### src/rtl/iq_sync_ctrl_if.sv
// ---------------------------------------------------------------------------
// iq_sync_ctrl_if
// Bundles the control/status signals between the IQ sync controller and its
// surroundings (run request, analyser status inputs, analyser control and
// lock status outputs).
//
// Signals (direction as seen by the controller, i.e. the slave modport):
//   enable       in   1   run request; low forces IDLE
//   amp_thresh   in   DW  minimum Max_Amp for a good frame
//   bits_count   in   7   analyser bit index
//   max_sync     in   3   analyser best sync phase (0..4)
//   Max_Amp      in   DW  analyser peak average amplitude
//   iq_rst       out  1   reset to analyser
//   iq_ce        out  1   clock enable to analyser
//   locked       out  1   high in LOCKED
//   lock_phase   out  3   max_sync latched at lock
//   frame_start  out  1   1-cycle pulse per frame tick while LOCKED
//   state        out  3   IDLE=0 FLUSH=1 SETTLE=2 ACQUIRE=3 LOCKED=4
//   relock_count out  8   lock-loss events, saturating
//
// Handshake: there is no valid/ready pair; inputs are level signals sampled
// every clock, outputs are registered levels (frame_start is a 1-cycle pulse).
// ---------------------------------------------------------------------------
interface iq_sync_ctrl_if #(
   parameter int DATA_WIDTH = 16
);
   logic                  enable;
   logic [DATA_WIDTH-1:0] amp_thresh;
   logic [6:0]            bits_count;
   logic [2:0]            max_sync;
   logic [DATA_WIDTH-1:0] Max_Amp;
   logic                  iq_rst;
   logic                  iq_ce;
   logic                  locked;
   logic [2:0]            lock_phase;
   logic                  frame_start;
   logic [2:0]            state;
   logic [7:0]            relock_count;

   // Environment side: drives run request and analyser status.
   modport master (
      output enable, amp_thresh, bits_count, max_sync, Max_Amp,
      input  iq_rst, iq_ce, locked, lock_phase, frame_start, state, relock_count
   );

   // Controller side.
   modport slave (
      input  enable, amp_thresh, bits_count, max_sync, Max_Amp,
      output iq_rst, iq_ce, locked, lock_phase, frame_start, state, relock_count
   );
endinterface

### src/rtl/iq_sync_ctrl.sv
// ---------------------------------------------------------------------------
// iq_sync_ctrl
// Sequencing controller for the IQ analyser. It flushes the analyser (holds
// iq_rst), lets its leaky averages settle for a number of frames, then
// acquires symbol-phase lock once max_sync is stable at adequate amplitude.
// While locked it watches for bad frames and re-flushes on lock loss.
//
// Ports:
//   clk      in  system clock
//   rst      in  synchronous active-high reset
//   ctrl_if  slave modport of iq_sync_ctrl_if (run request, analyser status
//            in; analyser reset/enable, lock status, debug state out)
// ---------------------------------------------------------------------------
module iq_sync_ctrl #(
   parameter int DATA_WIDTH    = 16,
   parameter int FRAME_BITS    = 80,
   parameter int FLUSH_CYCLES  = 4,
   parameter int SETTLE_FRAMES = 4,
   parameter int LOCK_FRAMES   = 3,
   parameter int LOSS_FRAMES   = 2
) (
   input  logic           clk,
   input  logic           rst,
   iq_sync_ctrl_if.slave  ctrl_if
);

   typedef enum logic [2:0] {
      S_IDLE    = 3'd0,
      S_FLUSH   = 3'd1,
      S_SETTLE  = 3'd2,
      S_ACQUIRE = 3'd3,
      S_LOCKED  = 3'd4
   } state_e;

   // One counter is shared by all states (flush cycles, settle frames,
   // good-frame run, miss run); it is sized for the largest threshold so it
   // never wraps before its compare.
   localparam int MAX_AB  = (FLUSH_CYCLES > SETTLE_FRAMES) ? FLUSH_CYCLES : SETTLE_FRAMES;
   localparam int MAX_CD  = (LOCK_FRAMES > LOSS_FRAMES) ? LOCK_FRAMES : LOSS_FRAMES;
   localparam int CNT_MAX = (MAX_AB > MAX_CD) ? MAX_AB : MAX_CD;
   localparam int CW      = $clog2(CNT_MAX + 1);

   localparam logic [6:0]    LAST_BIT   = 7'(FRAME_BITS - 1);
   localparam logic [CW-1:0] FLUSH_LAST = CW'(FLUSH_CYCLES - 1);
   localparam logic [CW-1:0] SETTLE_N   = CW'(SETTLE_FRAMES);
   localparam logic [CW-1:0] LOCK_N     = CW'(LOCK_FRAMES);
   localparam logic [CW-1:0] LOSS_N     = CW'(LOSS_FRAMES);

   state_e          state_q, state_d;
   logic [CW-1:0]   cnt_q, cnt_d;
   logic [CW-1:0]   cnt_inc;
   logic [6:0]      prev_bits_q, prev_bits_d;
   logic [2:0]      prev_sync_q, prev_sync_d;
   logic            entry_q, entry_d;
   logic [2:0]      lock_phase_q, lock_phase_d;
   logic [7:0]      relock_q, relock_d;
   logic            iq_rst_q, iq_rst_d;
   logic            iq_ce_q, iq_ce_d;
   logic            locked_q, locked_d;
   logic            frame_start_q, frame_start_d;

   logic            frame_tick;
   logic            tick_act;
   logic            amp_ok;
   logic            good_acq;
   logic            bad_lock;

   assign cnt_inc    = cnt_q + 1'b1;
   // A frame boundary is the analyser's bit index wrapping from the last bit
   // to 0. prev_bits is forced to 0 while the analyser is held in reset, so a
   // wrap that straddles a flush is never seen.
   assign frame_tick = (prev_bits_q == LAST_BIT) && (ctrl_if.bits_count == 7'd0);
   // Ticks landing on a state's first cycle belong to the previous state.
   assign tick_act   = frame_tick && !entry_q;
   assign amp_ok     = (ctrl_if.Max_Amp >= ctrl_if.amp_thresh);
   assign good_acq   = (ctrl_if.max_sync == prev_sync_q) && amp_ok;
   assign bad_lock   = !amp_ok || (ctrl_if.max_sync != lock_phase_q);

   always_comb begin
      state_d      = state_q;
      cnt_d        = cnt_q;
      lock_phase_d = lock_phase_q;
      relock_d     = relock_q;

      case (state_q)
         S_IDLE: begin
            if (ctrl_if.enable) begin
               state_d = S_FLUSH;
               cnt_d   = '0;
            end
         end
         S_FLUSH: begin
            if (cnt_q == FLUSH_LAST) begin
               state_d = S_SETTLE;
               cnt_d   = '0;
            end else begin
               cnt_d = cnt_inc;
            end
         end
         S_SETTLE: begin
            if (tick_act) begin
               if (cnt_inc == SETTLE_N) begin
                  state_d = S_ACQUIRE;
                  cnt_d   = '0;
               end else begin
                  cnt_d = cnt_inc;
               end
            end
         end
         S_ACQUIRE: begin
            if (tick_act) begin
               if (!good_acq) begin
                  cnt_d = '0;
               end else if (cnt_inc == LOCK_N) begin
                  state_d      = S_LOCKED;
                  cnt_d        = '0;
                  lock_phase_d = ctrl_if.max_sync;
               end else begin
                  cnt_d = cnt_inc;
               end
            end
         end
         S_LOCKED: begin
            if (tick_act) begin
               if (!bad_lock) begin
                  cnt_d = '0;
               end else if (cnt_inc == LOSS_N) begin
                  state_d = S_FLUSH;
                  cnt_d   = '0;
                  if (relock_q != 8'hFF) relock_d = relock_q + 8'd1;
               end else begin
                  cnt_d = cnt_inc;
               end
            end
         end
         default: begin
            state_d = S_IDLE;
            cnt_d   = '0;
         end
      endcase

      // Dropping the run request wins over every other transition, including
      // a lock loss on the same cycle; the loss is then not counted.
      if (!ctrl_if.enable) begin
         state_d  = S_IDLE;
         cnt_d    = '0;
         relock_d = relock_q;
      end

      prev_bits_d   = iq_rst_q ? 7'd0 : ctrl_if.bits_count;
      prev_sync_d   = frame_tick ? ctrl_if.max_sync : prev_sync_q;
      entry_d       = (state_d != state_q);
      // Outputs are registered from the next state so they line up with the
      // state register.
      iq_rst_d      = (state_d == S_IDLE) || (state_d == S_FLUSH);
      iq_ce_d       = !iq_rst_d;
      locked_d      = (state_d == S_LOCKED);
      frame_start_d = frame_tick && (state_q == S_LOCKED);
   end

   always_ff @(posedge clk) begin
      if (rst) begin
         state_q       <= S_IDLE;
         cnt_q         <= '0;
         prev_bits_q   <= '0;
         prev_sync_q   <= '0;
         entry_q       <= 1'b0;
         lock_phase_q  <= '0;
         relock_q      <= '0;
         iq_rst_q      <= 1'b1;
         iq_ce_q       <= 1'b0;
         locked_q      <= 1'b0;
         frame_start_q <= 1'b0;
      end else begin
         state_q       <= state_d;
         cnt_q         <= cnt_d;
         prev_bits_q   <= prev_bits_d;
         prev_sync_q   <= prev_sync_d;
         entry_q       <= entry_d;
         lock_phase_q  <= lock_phase_d;
         relock_q      <= relock_d;
         iq_rst_q      <= iq_rst_d;
         iq_ce_q       <= iq_ce_d;
         locked_q      <= locked_d;
         frame_start_q <= frame_start_d;
      end
   end

   assign ctrl_if.iq_rst       = iq_rst_q;
   assign ctrl_if.iq_ce        = iq_ce_q;
   assign ctrl_if.locked       = locked_q;
   assign ctrl_if.lock_phase   = lock_phase_q;
   assign ctrl_if.frame_start  = frame_start_q;
   assign ctrl_if.state        = state_q;
   assign ctrl_if.relock_count = relock_q;

endmodule
### src/flat_wrapper.sv
// flat-port wrapper written by rule: the top's interface ports become plain ports
module iq_sync_ctrl_flat 
#(
   parameter int DATA_WIDTH    = 16,
   parameter int FRAME_BITS    = 80,
   parameter int FLUSH_CYCLES  = 4,
   parameter int SETTLE_FRAMES = 4,
   parameter int LOCK_FRAMES   = 3,
   parameter int LOSS_FRAMES   = 2
)
  (clk, rst, ctrl_if_enable, ctrl_if_amp_thresh, ctrl_if_bits_count, ctrl_if_max_sync, ctrl_if_Max_Amp, ctrl_if_iq_rst, ctrl_if_iq_ce, ctrl_if_locked, ctrl_if_lock_phase, ctrl_if_frame_start, ctrl_if_state, ctrl_if_relock_count);
  iq_sync_ctrl_if #(.DATA_WIDTH(DATA_WIDTH)) ctrl_if_i ();
  input  logic clk;
  input  logic rst;
  input wire logic [$bits(ctrl_if_i.enable)-1:0] ctrl_if_enable;
  input wire logic [$bits(ctrl_if_i.amp_thresh)-1:0] ctrl_if_amp_thresh;
  input wire logic [$bits(ctrl_if_i.bits_count)-1:0] ctrl_if_bits_count;
  input wire logic [$bits(ctrl_if_i.max_sync)-1:0] ctrl_if_max_sync;
  input wire logic [$bits(ctrl_if_i.Max_Amp)-1:0] ctrl_if_Max_Amp;
  output wire logic [$bits(ctrl_if_i.iq_rst)-1:0] ctrl_if_iq_rst;
  output wire logic [$bits(ctrl_if_i.iq_ce)-1:0] ctrl_if_iq_ce;
  output wire logic [$bits(ctrl_if_i.locked)-1:0] ctrl_if_locked;
  output wire logic [$bits(ctrl_if_i.lock_phase)-1:0] ctrl_if_lock_phase;
  output wire logic [$bits(ctrl_if_i.frame_start)-1:0] ctrl_if_frame_start;
  output wire logic [$bits(ctrl_if_i.state)-1:0] ctrl_if_state;
  output wire logic [$bits(ctrl_if_i.relock_count)-1:0] ctrl_if_relock_count;
  assign ctrl_if_i.enable = ctrl_if_enable;
  assign ctrl_if_i.amp_thresh = ctrl_if_amp_thresh;
  assign ctrl_if_i.bits_count = ctrl_if_bits_count;
  assign ctrl_if_i.max_sync = ctrl_if_max_sync;
  assign ctrl_if_i.Max_Amp = ctrl_if_Max_Amp;
  assign ctrl_if_iq_rst = ctrl_if_i.iq_rst;
  assign ctrl_if_iq_ce = ctrl_if_i.iq_ce;
  assign ctrl_if_locked = ctrl_if_i.locked;
  assign ctrl_if_lock_phase = ctrl_if_i.lock_phase;
  assign ctrl_if_frame_start = ctrl_if_i.frame_start;
  assign ctrl_if_state = ctrl_if_i.state;
  assign ctrl_if_relock_count = ctrl_if_i.relock_count;
  iq_sync_ctrl #(.DATA_WIDTH(DATA_WIDTH), .FRAME_BITS(FRAME_BITS), .FLUSH_CYCLES(FLUSH_CYCLES), .SETTLE_FRAMES(SETTLE_FRAMES), .LOCK_FRAMES(LOCK_FRAMES), .LOSS_FRAMES(LOSS_FRAMES)) u_core (.clk(clk), .rst(rst), .ctrl_if(ctrl_if_i));
endmodule
### config.mk
export PLATFORM = sky130hd
export DESIGN_NAME = iq_sync_ctrl_flat
export DESIGN_NICKNAME = d
export VERILOG_FILES = /design/src/rtl/iq_sync_ctrl_if.sv /design/src/rtl/iq_sync_ctrl.sv /design/src/flat_wrapper.sv
export SDC_FILE = /design/constraint.sdc
export NUM_CORES = 1
export LEC_CHECK = 0
export ABC_AREA = 1
export CAP_MARGIN = 15
export CORE_ASPECT_RATIO = 1.4
export CORE_MARGIN = 2
export CORE_UTILIZATION = 48
export DETAILED_ROUTE_END_ITERATION = 16
export PLACE_DENSITY_LB_ADDON = 0.12
export SYNTH_ARGS = -nofsm -noshare
export SYNTH_HDL_FRONTEND = slang
export SYNTH_SLANG_ARGS = --single-unit
### constraint.sdc
create_clock -name clk -period 2.6 [get_ports clk]
set_clock_uncertainty 0.1 [all_clocks]
set_input_delay 0.26 -clock clk [delete_from_list [all_inputs] [get_ports clk]]
set_output_delay 0.26 -clock clk [all_outputs]
set_load 0.05 [all_outputs]
* Yosys cells after proc, flatten, opt, wreduce, memory -nomap -nowiden *
Index checks and enable logic that the tools add are counted.

word-level totals
  bits in registers = 32
  output and inout bits = 18

operators by class
  $add $sub $neg = 2
  order comparisons = 1
  equal/unequal tests = 18
  mux-type cells = 21
  bitwise gates (word level) = 1
  reductions and logical operators = 17

operator list
  cell                                                                     number
  3-bit two-way mux                                                        19
  16-bit greater-or-equal comparator                                       1
  3-bit by 2-bit equality test with 1-bit output, second input constant    5
  3-bit case mux with 5 select lines                                       1
  3-bit case mux with 4 select lines                                       1
  3-bit equality test, second input constant                               3
  8-bit by 1-bit adder with 8-bit output, second input constant            1
  8-bit inequality test, second input constant                             1
  7-bit equality test, second input constant                               1
  7-bit logical NOT                                                        1
  3-bit by 1-bit equality test with 1-bit output, second input constant    2
  3-bit logical NOT                                                        2
  2-bit by 1-bit inequality test with 1-bit output, second input constant  3
  3-bit inequality test                                                    2
  6-bit AND reduction                                                      1
  1-bit logical AND                                                        4
  4-bit AND reduction                                                      1
  2-bit OR reduction                                                       2
  3-bit by 1-bit adder with 3-bit output, second input constant            1
  3-bit equality test                                                      1
  1-bit logical NOT                                                        3
  3-bit AND reduction                                                      1
  1-bit logical OR                                                         2
  1-bit NOT                                                                1

* Longest topological paths before layout *
  depth in word-level cells = 10
  gate-level depth with buffers = 21

* Least setup slack after synthesis *
Ideal clock, no wire load.

  path kind = flip-flop to flip-flop
  start = register u_core.relock_q[0] (netlist: u_core.ctrl_if.relock_count[0])
  end = register u_core.relock_q[2] (netlist: u_core.ctrl_if.relock_count[2])
  arrival time = 1,915 ps
  data required time = 2,368 ps
  path slack = 454 ps
  stages on the path, launching flop included = 11
  buffers on the path = 0
  cells stage by stage = dfxtp_1 > ha_1 > nand2_1 > nor3_1 > inv_1 > nor3_1 > nor2_1 > nand4_4 > inv_2 > a21oi_1 > nor3_1

between the ends
  word-level cells in the longest chain between the ends = 2
  elaborated cells on any way between the ends = 3
  classes of those cells = 1 x add/sub; 1 x eq/ne; 1 x reduce/logical

RTL lines
  item                                                                                            RTL line             text
  start: declaration                                                                              iq_sync_ctrl.sv:56   logic [7:0] relock_q, relock_d;
  start signal: assignment                                                                        iq_sync_ctrl.sv:181  relock_q <= relock_d;
  parallel branches: the longest is 2 deep, another holds 8-bit by 1-bit adder with 8-bit output  n/a

Several ways; the timed one is not identified.
A chain may end at the register's enable or synchronous reset.

* Final worst setup path *
  start = input ctrl_if_amp_thresh[3]
  end = register u_core.entry_q

between the ends
  word-level cells in the longest chain between the ends = 8
  elaborated cells on any way between the ends = 11
  classes of those cells = 1 x order compare; 1 x eq/ne; 6 x mux; 3 x reduce/logical

RTL lines
  item                                  RTL line             text
  start: declaration                    flat_wrapper.sv:16   input wire logic [$bits(ctrl_if_i.amp_thresh)-1:0] ctrl_if_amp_thresh;
  16-bit greater-or-equal comparator *  iq_sync_ctrl.sv:75   assign amp_ok = (ctrl_if.Max_Amp >= ctrl_if.amp_thresh);
  1-bit logical NOT                     iq_sync_ctrl.sv:77   assign bad_lock = !amp_ok || (ctrl_if.max_sync != lock_phase_q);
  1-bit logical OR                      iq_sync_ctrl.sv:77
  3-bit two-way mux                     iq_sync_ctrl.sv:125  if (!bad_lock) begin
  3-bit two-way mux                     iq_sync_ctrl.sv:124  if (tick_act) begin
  3-bit case mux with 5 select lines *  iq_sync_ctrl.sv:85   case (state_q)
  3-bit two-way mux *                   iq_sync_ctrl.sv:144  if (!ctrl_if.enable) begin
  3-bit inequality test *               iq_sync_ctrl.sv:152  entry_d = (state_d != state_q);
  end signal: assignment                iq_sync_ctrl.sv:179  entry_q <= entry_d;
  end: declaration                      iq_sync_ctrl.sv:54   logic entry_q, entry_d;

Mark *: on every way between the ends. The rest lies on a longest branch, timed or not.

==> metrics.md <==
| Metric | Value |
|---|---|
| Outcome | complete, no violations |
| Final setup fails | 0 |
| Post-synth EDFFs | 0 |
| CTS clk-pin slew, worst paths | 70 ps |
| Highest achievable clock rate | 437 MHz |
| Synth unique cells | 36 |
| Post-DP HPWL | 4050 um |
| TritonCTS clock tree | done |
| Htree depth | 2 |
| CP Launch Type | primary input |
| Measured slew at the worst slew-check pin | roughly 520 ps |
| CP Capture Type | flip-flop |
| Largest net degree at the start of global routing | 11 |
| Hold Path Class | flip-flop to flip-flop |
| Critical Path AT | 2370 ps |
| Multi-input logic area | approximately 1300 um2 |
| Row cnt | 29 |
| Skew-Pair Late Insertion Delay | around 280 ps |
| Gates resized, CTS repair | 0 |
| Yosys top cell by area | dfxtp_1 |
| FF/Latch Area | 641 um2 |
| Routed Antenna Nets | 0 |
| Vias in the first global route | 2212 |
| Asr flop ratio synth | 0% |
| Mean Syn Cell Area | 7.18 um2 |
| Clk sinks | 32 |
| Layout Nets | ~440 |
| Yosys warns | 0 |
| Critical path cell sequence | clkdlybuf4s50_1, inv_1, ha_1, nand2_1, nor2_1, nor2_1, nand2_1, nand2_1, nand2_1, nand2_1, nand2_1, nand2_1, nand2_1, nand2_1, o21ai_0, nand2_1, inv_1, nand2_1, nor2_1, nor2_1 |
| Congestion Overflow GR | 0 |
| P per Cell Area | 395 nW/um2 |
| Fillcell total | 412 |
| Leak pwr | 1.34 nW |
| Die height | 83.6 um |
| Final core occ | 67.7% |
| WL/cell | 11.6 um |
| Num CTS Buffers | 5 |
| Top cells by area, synth | dfxtp_1 29%, ha_1 13%, inv_1 10% |
| CTS Buffer Depth | 2 |
| Buf+Inv Stages, Crit Path | 3 |
| Initial core utilization | approximately 49% |
| Setup TNS | 0 ps |
| Levels on crit path | 20 |
| Post-CTS Hold Buffers | 0 |
| First-pass GRT wire length | a little under 9000 um |
| Final min period | ~2300 ps |
| Reg2Reg Depth | 13 |
| Share of cells above drive strength 1 | under 10% |
| Fin crit share | 88.0% |
| Post-synthesis sequential area ratio | 29.5% |
| Slowest-stage cell, CP | clkdlybuf4s50_1 |
| Port-buffer cells | 62 |
| Post-Synthesis Cells | 303 |
| Top_reg_cell synth | dfxtp_1 |
| Crit path max fanout | 6 |
| Final Max Slew Viols | 0 |
| GRT Util Overall | 22.2% |
| CTS Root Cell | clkbuf_8 |
| Max Cap Viol | 0 |
| Final wirelength | 5090 um |
| Post-CTS Setup Inserts | 0 |
| Post-DR vias/cell | ~4.9 |
| RSZ-0062 raised after global routing | no |
| Final hold violations | 0 |
| Crit path max-delay family | simple AND/OR/NAND/NOR gates |
| Synthesis-stage register bit count | 32 |
| Worst hold path depth | 2 |
| Die area | 5090 um2 |
| Via count | roughly 2100 |
| Slew headroom | roughly two thirds |
| Area Overhead vs Synth | 39.0% |
| Final RePlAce weighted congestion | about 0.90 |
| VDD IR max | 0.000361 V |
| Synth Net Count | 370 |
| Chip width | 60.9 um |
| Drt first-iter violations | 70 |
| Area of the mapped netlist | 2170 um2 |
| # diodes | 0 |
| Top cell by count, worst path | nand2_1 |
| Setup CP Type | primary input to flip-flop |
| Synth top area share | 29.5% |
| Core footprint | 4460 um2 |
| DRT Pass-1 Iters | 4 |
| Crit path largest cell delay | 450 ps |
| Worst Path Required | 2680 ps |
| Ports | 63 |
| Post-route DRC | 0 |
| Initial antenna violation count | 0 |
## flip-flops by register name (all words and copies together) (netlist names)
signal / count
u_core.entry_q: 1
u_core.prev_sync_q: 3
u_core.ctrl_if.iq_rst: 1
u_core.ctrl_if.locked: 1
u_core.ctrl_if.frame_start: 1
u_core.ctrl_if.iq_ce: 1
u_core.ctrl_if.relock_count: 8
u_core.prev_bits_q: 7
u_core.ctrl_if.state: 3
u_core.ctrl_if.lock_phase: 3
u_core.cnt_q: 3
## final cells by class
class / instances / area share, %
repair buffers: 67 / 21.8
multi-input cells: 208 / 42.8
inverters: 60 / 7.45
well taps: 62 / 2.57
clock buffers: 7 / 3.19
clock inverters: 1 / 0.994
flip-flops and latches: 32 / 21.2
## through the flow
step / std cells / instance area [um2] / setup WS [ps] / hold WS, ps / power [W]
5_1_grt: 437 / 3020 / 40.6 / 417 / 0.00124
6_report: 437 / 3020 / 311 / 388 / 0.00119
3_5_place_dp: 429 / 2900 / 46.8 / 378 / 0.000681
3_3_place_gp: 429 / 2900 / 104 / 375 / 0.000678
2_1_floorplan: 303 / 2170 / 454 / 300 / 0.000588
4_1_cts: 437 / 3020 / 288 / 389 / 0.00120
## cells in the final DEF (no fill, tap or decap)
| master | instances |
|---|---|
| nor4_1 | 4 |
| clkbuf_8 | 7 |
| a21oi_2 | 1 |
| a21oi_1 | 19 |
| nor4b_1 | 1 |
| nand2_4 | 1 |
| inv_2 | 1 |
| nor3_1 | 10 |
| buf_4 | 5 |
| a211oi_1 | 3 |
| nand3_2 | 2 |
| o21ai_0 | 8 |
| nand3_1 | 12 |
| inv_1 | 58 |
| a31oi_1 | 3 |
| nor2_1 | 30 |
| ha_1 | 22 |
| o21a_1 | 3 |
| o22ai_1 | 1 |
| clkinv_1 | 1 |
| nand2_1 | 55 |
| nand4_2 | 1 |
| dfxtp_1 | 32 |
| nand4_4 | 1 |
| or2_2 | 1 |
| nand4_1 | 5 |
| nor3_4 | 2 |
| or2_1 | 1 |
| bufinv_16 | 1 |
| nand2_2 | 5 |
| or3_4 | 1 |
| nor2_4 | 4 |
| xor2_1 | 5 |
| o21ai_1 | 4 |
| nand3_4 | 1 |
| nor3_2 | 1 |
| clkdlybuf4s50_1 | 62 |
| nor4_4 | 1 |
## cell families after synthesis
family	count (synthesis)	synth area share [%]
XOR/XNOR	5	2.01
AND/OR/NAND/NOR	139	34.1
adder cells (fa/ha/maj)	22	12.7
AO/OA/AOI/OAI	42	10.8
flip-flops	32	29.5
buffers and inverters	63	11.0
## worst min-delay path, stage by stage, from the launching register on
cell	delay, ps
dfxtp_1	330
nand2_1	60
a21oi_1	50
## layer usage
metal / GRT usage (%) / part of all wire, %
met5: 0 / 0
met4: 9.68 / 2.0
met3: 4.34 / 6.8
met2: 40.6 / 51
met1: 23.1 / 40
## cells in the mapped netlist, drive strengths merged (2+ instances only)
cell type  number
nor2           34
nor4            5
dfxtp          32
clkbuf          2
or2             2
nor3           13
xor2            5
a21oi          20
o21a            3
o21ai          12
nand3          15
nand4           7
ha             22
nand2          61
a31oi           3
inv            59
a211oi          3
## where the power goes
part           internal (W)  total (W)  switching [W]
clock              0.000338   0.000524       0.000186
combinational     0.0000968   0.000175      0.0000777
sequential         0.000492   0.000494     0.00000217
total              0.000927    0.00119       0.000266
## final timing paths
path	slack [ps]	to	startpoint
worst max register to register	600	u_core.entry_q	u_core.cnt_q[1]
worst min register to register	390	u_core.cnt_q[2]	u_core.cnt_q[2]
worst min-delay path	390	u_core.cnt_q[2]	u_core.cnt_q[2]
worst max-delay path	310	u_core.entry_q	ctrl_if_amp_thresh[3]
Power figures use the tool's default switching activity.
